## src/rtl/r5p_degu_tcb_trc.sv

```systemverilog
// Retirement tracer for R5P-degu: snoops TCB transfers with the core phase,
// assembles one record per retired instruction and queues it for a trace sink.
module r5p_degu_tcb_trc #(
    parameter int unsigned DEPTH = 8,
    parameter int unsigned CNT_W = 16
)(
    input  logic             clk,
    input  logic             rst,
    input  logic [2:0]       pha,
    input  logic             tcb_vld,
    input  logic             tcb_rdy,
    input  logic             tcb_wen,
    input  logic [31:0]      tcb_adr,
    input  logic [1:0]       tcb_siz,
    input  logic             tcb_uns,
    input  logic [31:0]      tcb_wdt,
    input  logic [31:0]      tcb_rdt,
    input  logic             tcb_err,
    output logic             trc_vld,
    input  logic             trc_rdy,
    output logic [31:0]      trc_pc,
    output logic [31:0]      trc_ins,
    output logic             trc_rdv,
    output logic [4:0]       trc_rdi,
    output logic [31:0]      trc_rdd,
    output logic             trc_ldv,
    output logic             trc_stv,
    output logic [31:0]      trc_mad,
    output logic [31:0]      trc_mdt,
    output logic             trc_err,
    output logic [CNT_W-1:0] ovf_cnt
);

    localparam int unsigned AW = $clog2(DEPTH);

    localparam logic [2:0] PHA_IF  = 3'b000;
    localparam logic [2:0] PHA_MLD = 3'b001;
    localparam logic [2:0] PHA_MST = 3'b010;
    localparam logic [2:0] PHA_WB  = 3'b100;

    localparam logic [AW:0] PTR_ONE  = {{AW{1'b0}}, 1'b1};
    localparam logic [AW:0] FULL_XOR = {1'b1, {AW{1'b0}}};

    typedef struct packed {
        logic [31:0] pc;
        logic [31:0] ins;
        logic        rdv;
        logic [4:0]  rdi;
        logic [31:0] rdd;
        logic        ldv;
        logic        stv;
        logic [31:0] mad;
        logic [31:0] mdt;
        logic        err;
    } rec_t;

    logic        trn;
    logic        d_trn;
    logic [2:0]  d_pha;
    logic        d_wen;
    logic [31:0] d_adr;
    logic [1:0]  d_siz;
    logic        d_uns;
    logic [31:0] d_wdt;

    rec_t        rec;
    rec_t        rec_nxt;
    logic        open;
    logic        open_nxt;
    logic        live;
    logic        live_nxt;
    logic        emit;

    rec_t        mem [DEPTH];
    logic [AW:0] wr_ptr;
    logic [AW:0] rd_ptr;
    logic        empty;
    logic        full;
    logic        pop;
    logic        push;
    rec_t        head;

    assign trn = tcb_vld & tcb_rdy;

    // Transfer-valid flag of the delayed request stage.
    always_ff @(posedge clk or posedge rst) begin
        if (rst) begin
            d_trn <= 1'b0;
        end else begin
            d_trn <= trn;
        end
    end

    // Request fields held until the response arrives one cycle later.
    always_ff @(posedge clk) begin
        if (trn) begin
            d_pha <= pha;
            d_wen <= tcb_wen;
            d_adr <= tcb_adr;
            d_siz <= tcb_siz;
            d_uns <= tcb_uns;
            d_wdt <= tcb_wdt;
        end
    end

    // Record assembly: 'open' marks the reset JAL seen, 'live' a real record in progress.
    always_comb begin
        rec_nxt  = rec;
        open_nxt = open;
        live_nxt = live;
        emit     = 1'b0;
        if (d_trn) begin
            case (d_pha)
                PHA_IF: begin
                    emit        = live;
                    live_nxt    = open;
                    open_nxt    = 1'b1;
                    rec_nxt.pc  = d_adr;
                    rec_nxt.ins = tcb_rdt;
                    rec_nxt.rdv = 1'b0;
                    rec_nxt.ldv = 1'b0;
                    rec_nxt.stv = 1'b0;
                    rec_nxt.err = tcb_err;
                end
                PHA_WB: begin
                    // x0 writes are issued with a different size and carry no GPR update
                    if ({d_uns, d_siz} == 3'b010) begin
                        rec_nxt.rdv = 1'b1;
                        rec_nxt.rdi = d_adr[6:2];
                        rec_nxt.rdd = d_wen ? d_wdt : tcb_rdt;
                    end else begin
                        rec_nxt.rdv = rec.rdv;
                    end
                    rec_nxt.err = rec.err | tcb_err;
                end
                PHA_MLD: begin
                    rec_nxt.ldv = 1'b1;
                    rec_nxt.mad = d_adr;
                    rec_nxt.mdt = tcb_rdt;
                    rec_nxt.err = rec.err | tcb_err;
                end
                PHA_MST: begin
                    rec_nxt.stv = 1'b1;
                    rec_nxt.mad = d_adr;
                    rec_nxt.mdt = d_wdt;
                    rec_nxt.err = rec.err | tcb_err;
                end
                default: begin
                    rec_nxt.err = rec.err | tcb_err;
                end
            endcase
        end else begin
            emit = 1'b0;
        end
    end

    // Assembly record and fetch-sequence flags.
    always_ff @(posedge clk or posedge rst) begin
        if (rst) begin
            rec  <= '0;
            open <= 1'b0;
            live <= 1'b0;
        end else begin
            rec  <= rec_nxt;
            open <= open_nxt;
            live <= live_nxt;
        end
    end

    assign empty = (wr_ptr == rd_ptr);
    assign full  = ((wr_ptr ^ rd_ptr) == FULL_XOR);
    assign pop   = trc_vld & trc_rdy;
    assign push  = emit & (~full | pop);

    // FIFO storage; head is only exposed while non-empty, so no reset is needed.
    always_ff @(posedge clk) begin
        if (push) begin
            mem[wr_ptr[AW-1:0]] <= rec;
        end
    end

    // FIFO pointers and saturating drop counter.
    always_ff @(posedge clk or posedge rst) begin
        if (rst) begin
            wr_ptr  <= '0;
            rd_ptr  <= '0;
            ovf_cnt <= '0;
        end else begin
            if (push) begin
                wr_ptr <= wr_ptr + PTR_ONE;
            end
            if (pop) begin
                rd_ptr <= rd_ptr + PTR_ONE;
            end
            if (emit && full && !pop && !(&ovf_cnt)) begin
                ovf_cnt <= ovf_cnt + {{(CNT_W-1){1'b0}}, 1'b1};
            end
        end
    end

    // Head entry, forced to zero while the FIFO is empty.
    always_comb begin
        if (empty) begin
            head = '0;
        end else begin
            head = mem[rd_ptr[AW-1:0]];
        end
    end

    assign trc_vld = ~empty;
    assign trc_pc  = head.pc;
    assign trc_ins = head.ins;
    assign trc_rdv = head.rdv;
    assign trc_rdi = head.rdi;
    assign trc_rdd = head.rdd;
    assign trc_ldv = head.ldv;
    assign trc_stv = head.stv;
    assign trc_mad = head.mad;
    assign trc_mdt = head.mdt;
    assign trc_err = head.err;

endmodule

```

## config.mk

```make
export PLATFORM = sky130hd
export DESIGN_NAME = r5p_degu_tcb_trc
export DESIGN_NICKNAME = d
export VERILOG_FILES = /design/src/rtl/r5p_degu_tcb_trc.sv
export SDC_FILE = /design/constraint.sdc
export NUM_CORES = 2
export LEC_CHECK = 0
export BUFFER_PORTS_ARGS = -buffer_cell sky130_fd_sc_hd__buf_2
export CORE_UTILIZATION = 25
export DETAILED_ROUTE_END_ITERATION = 12
export GPL_ROUTABILITY_DRIVEN = 0
export GPL_TIMING_DRIVEN = 0
export PLACE_DENSITY_LB_ADDON = 0.12
export SYNTH_ARGS = -nofsm -noshare
export SYNTH_HDL_FRONTEND = slang
export SYNTH_SLANG_ARGS = --single-unit
export TNS_END_PERCENT = 50
```

## constraint.sdc

```tcl
create_clock -name clk -period 15.4 [get_ports clk]
set_input_delay 2.31 -clock clk [delete_from_list [all_inputs] [get_ports clk]]
set_output_delay 2.31 -clock clk [all_outputs]
set_load 0.03 [all_outputs]
```

Word level (Yosys, flattened, before mapping)
Memory sizes are Yosys's and may differ from the RTL's.
Cells that the tools add are included.
{ "word_totals": {"reg_bits": 267, "ram_bits": 1352, "inputBits": 109, "out_inout_bits": 186, "word_cells": 70, "mem_count": 1} }
{ "memory_table": {"columns": ["name", "words", "word_bits", "read_ports", "rd_ports_with_merged_regs", "write_ports", "line", "rtl"], "rows": [
  ["mem", 8, 169, 1, 0, 1, "74", "rec_t mem [DEPTH];"]
]} }
{ "op_classes": {"n_addsub": 3, "eq_ne": 7, "muxes": 12, "bitwise": 8, "reduce_logical": 17} }
{ "ops": {"columns": ["operator", "n"], "rows": [
  ["$mux 169", 1],
  ["$pmux 64 s2", 1],
  ["$mux 32", 1],
  ["$add 16x1->16 const B", 1],
  ["$reduce_and 16->1", 1],
  ["$add 4x1->4 const B", 2],
  ["$reduce_and 2->1", 4],
  ["$reduce_bool 2->1", 4],
  ["$eq 3x2->1 const B", 2],
  ["$mux 1", 6],
  ["$pmux 1 s2", 3],
  ["$reduce_and 3->1", 2],
  ["$eq 4x4->1", 1],
  ["$eq 4x4->1 const B", 1],
  ["$xor 4x4->4", 1],
  ["$and 1x1->1", 3],
  ["$eq 3x1->1 const B", 1],
  ["$eq 3x3->1 const B", 1],
  ["$logic_and 1x1->1", 3],
  ["$logic_not 3->1", 1],
  ["$logic_not 1->1", 2],
  ["$ne 2x2->1 const B", 1],
  ["$not 1->1", 2],
  ["$or 1x1->1", 2]
]} }

Longest topological paths before layout
{ "depth": {"ltp_word": 7, "ltp_mapped": 8} }

Worst setup path after synthesis
Ideal clock, no wire load.
{ "synth_path": {"kind": "input -> register", "start": "in trc_rdy", "end": "mem mem[0][0] (netlist name), enable pin", "setup_ns": 0.905, "arrival_ns": 14.018, "required_time_ns": 14.495, "path_slack_ns": 0.477, "path_stages": 3, "cell_sequence": "o31a_1 nand2b_1 nor3_1"} }
{ "synth_via": {"elab_chain_len": 5} }
{ "synth_rtl": {"columns": ["element", "line", "rtl"], "rows": [
  ["start, declared", "20", "input logic trc_rdy,"],
  ["$and 1x1->1", "172", "assign pop = trc_vld & trc_rdy;"],
  ["$or 1x1->1", "173", "assign push = emit & (~full | pop);"],
  ["$and 1x1->1", "173", null],
  ["$mux 1", "177", "if (push) begin"],
  ["$mux 1 (not written as such)", "178", "mem[wr_ptr[AW-1:0]] <= rec;"],
  ["end, declared", "74", null]
]} }
Every way passes these cells.

Final worst setup path
{ "layout_path": {"start": "reg rd_ptr[0]", "end": "out trc_rdi[4]"} }
{ "layout_via": {"elab_chain_len": 2} }
{ "layout_rtl": {"columns": ["element", "line", "rtl"], "rows": [
  ["start, declared", "76", "logic [AW:0] rd_ptr;"],
  ["start signal, assigned", "193", "rd_ptr <= rd_ptr + PTR_ONE;"],
  ["$mem_v2 8x169 or $eq 4x4->1 (tied branches)", null, null],
  ["$mux 169 (*)", "203", "if (empty) begin"],
  ["end, declared", "24", "output logic [4:0] trc_rdi,"]
]} }
Every way passes the cells marked *; elsewhere a longest branch is shown, timed or not.

==> results.md <==
* Synthesized cell area at 61,300 um^2
* NumNets Final at 3,692
* Die W at 497 um
* Hold buffers post-CTS at 0
* Hold crit path type: register to register
* Flop-to-flop setup slack at 11,030 ps
* Max_cap viols at 0
* Critical path depth at 8
* Static leakage power at 26.0 nW
* VDD IR max at 0.116 mV
* Dpl cell area at 68,900 um^2
* Post-synth cell types at 35
* Critical Path Fanout Max at 10
* Vias at 30.5k
* Final Cell Area at 75,200 um^2
* Reg2reg start: d_pha[2]
* Gr ovfl total at 0
* Die area at 247,000 um^2
* Final Hold Viols at 0
* Pre-antenna DRT Iters at 5
* WP data arrival at 5190 ps
* Setup crit end kind: primary output
* Core Area at 243,000 um^2
* Drt total wl at 187,000 um
* Setup TNS at 0 ps
* Die Ht at 497 um
* Syn Nets at 3,091
* Setup-failing EPs final at 0
* Num CTS Buffers at 188
* Buf/Inv on CP at 4
* Pwr dens at 189 nW/um^2
* Setup crit start: rd_ptr[0]
* Layout cells sized above 1 at 30.7%
* CP Class: register to primary output
* Worst skew pair latency at 830 ps
* Skew final at 47.5 ps
* Commonest cells after routing, fill and taps aside: edfxtp_1, buf_2, mux4_2
* TritonCTS clock tree: yes
* RSZ-0062 raised after global routing: no
* Commonest non-fill, non-tap cell in the layout: edfxtp_1
* Avg Cell Area, Syn at 20.6 um^2
* Clock transition at the registers of the reported paths at 60 ps
* Post-synthesis sequential area ratio at 77.7%
* Wirelength per Cell at 26.8 um
* Hold path depth at 2
* Crit-path cells: clkbuf_1 -> xnor2_1 -> nand3_1 -> nor2_2 -> clkbuf_4 -> buf_2 -> nor2_1 -> buf_2
* Crit-path slowest cell: nor2_2
* CTS H-tree depth at 4
* FF-to-FF End: mem[0][82]
* Slew Viols, Final at 0
* Worst EP required at 13,090 ps
* Most used cell, CP: buf_2
* Register bit total from synthesis at 1,619
* WHS Endpoint: rec[160]
* Area contributors post-synth: edfxtp_1, mux4_2, dfrtp_1
* Initial Util at 25.2%
* Final min period at 7500 ps
* Post-CTS sizing at 0
* Status: completed
* DRT iter0 DRCs at 2,609
* Count of boundary I/O pins at 295
* DRC viols at 0
* Vias in the first global route at 31.8k
* Largest net degree at the start of global routing at 85
* Post-route ant nets at 0
* Worst Reg2Reg Path Length in Cells at 11
* Hold WS at 465 ps
* Number of port buffers at 294
* Cell taking the most area after synthesis: edfxtp_1
* Worst path max stage delay at 1110 ps
* Yosys top cell area share at 69.7%
* Post-CTS Setup Repair Bufs at 0
* Fin util at 30.9%
* CTS root buf: clkbuf_16
* Fmax at 133 MHz
* Worst Setup Start Kind: register
* Hold Crit Start: d_adr[23]
* Worst slew pin tran at 1250 ps
* Synth Instances at 2,979
* CTS max path bufs at 3
* Slew HR at 15.6%
* Vias per inst at 4.39
* First-pass GRT wire length at 260,000 um
* Fin crit share at 48.7%
* CP top delay family: buffers and inverters
* GRT Util Overall at 15.0%
* Dpl hpwl at 124,000 um
* Initial antenna violation count at 23
* Rows at 181
* Yosys Warn Count at 0
* Layout filler cell count at 23.5k
* Sink Count at 1,619
* P&R area growth vs syn at 22.7%
-- per-stage QoR --
stage	std cells	power, mW	setup WS, ps
finish	6953	14.2	7900
global placement	6475	9.95	-17810
global route	6947	14.9	7640
CTS	6946	14.5	7610
floorplan	2979	8.15	477
detailed placement	6592	9.94	8550
-- cells by family (layout without fill, tap and decap cells) --
| group | after synthesis | count (layout) | synth area share [%] |
|---|---|---|---|
| AO/OA/AOI/OAI | 67 | 67 | 0.565 |
| XOR/XNOR | 27 | 27 | 0.386 |
| adder cells (fa/ha/maj) | 3 | 3 | 0.0612 |
| buffers and inverters | 157 | 922 | 1.07 |
| flip-flops | 1619 | 1619 | 77.7 |
| multiplexers | 613 | 613 | 17.0 |
| other | 0 | 7 | 0 |
| AND/OR/NAND/NOR | 493 | 493 | 3.22 |
-- worst max-delay path by stage --
stage	to	slack (ps)
floorplan	mem[0][0]	480
global placement	mem[0][82]	-17810
detailed placement	trc_rdi[4]	8550
CTS	trc_rdi[4]	7610
global route	trc_rdi[4]	7640
finish	trc_rdi[4]	7900
-- final cells by class --
cell class	count	area (um^2)	area share, %
antenna	7	17.5	0.0233
buffer	154	657	0.873
clock buffer	247	5170	6.87
clock inverter	107	1130	1.51
inverter	3	18.8	0.0250
multi-input combinational	1203	13100	17.4
sequential	1619	47600	63.3
tap	3202	4010	5.33
timing repair buffer	411	3510	4.66
-- cell usage after synthesis, drive strengths merged --
master	count
o21ai	64
nand4	8
dfrtp	196
nor2	184
mux2	42
inv	3
nor3b	1
nand3b	1
edfxtp	1423
clkbuf	75
mux4	338
nor4	3
or2	1
and3	5
xor2	10
o311ai	1
buf	79
nand4b	1
mux2i	233
and4	1
and2	3
xnor2	17
nor3	4
ha	3
o31a	1
a22o	1
nand2	267
nor4b	1
nand2b	6
nand3	7
-- per-layer routing --
layer | vias to the layer above | share of wire [%] | global-route usage (%)
met2 | 808 | 47 | 24.1
met3 | 248 | 4.9 | 2.63
met5 | - | 0 | 0
met4 | 0 | 2.1 | 3.76
met1 | 16300 | 46 | 21.0
li1 | 13100 | - | -
-- where the power goes --
part           switching [mW]  internal, mW
combinational            2.78          1.45
clock                    1.85          2.70
sequential              0.299          5.15
total                    4.93          9.30
-- registers in the layout, indices dropped and copies added, names as in the netlist, 2 cells and up --
register,cells
wr_ptr,4
mem,1352
d_wdt,32
ovf_cnt,16
d_adr,32
rec,169
rd_ptr,4
d_siz,2
d_pha,3
-- worst register-to-register path, cell delays in order (launching register included) --
cell and delay (ps):
edfxtp_1 530, nor4b_4 1020, and2_1 270, o31a_1 230, nand2b_1 260, nor3_2 630
buf_6 260, buf_6 170, buf_6 160, buf_6 180, buf_6 190, buf_6 180
Note: power is estimated with default switching activity, not from simulation.
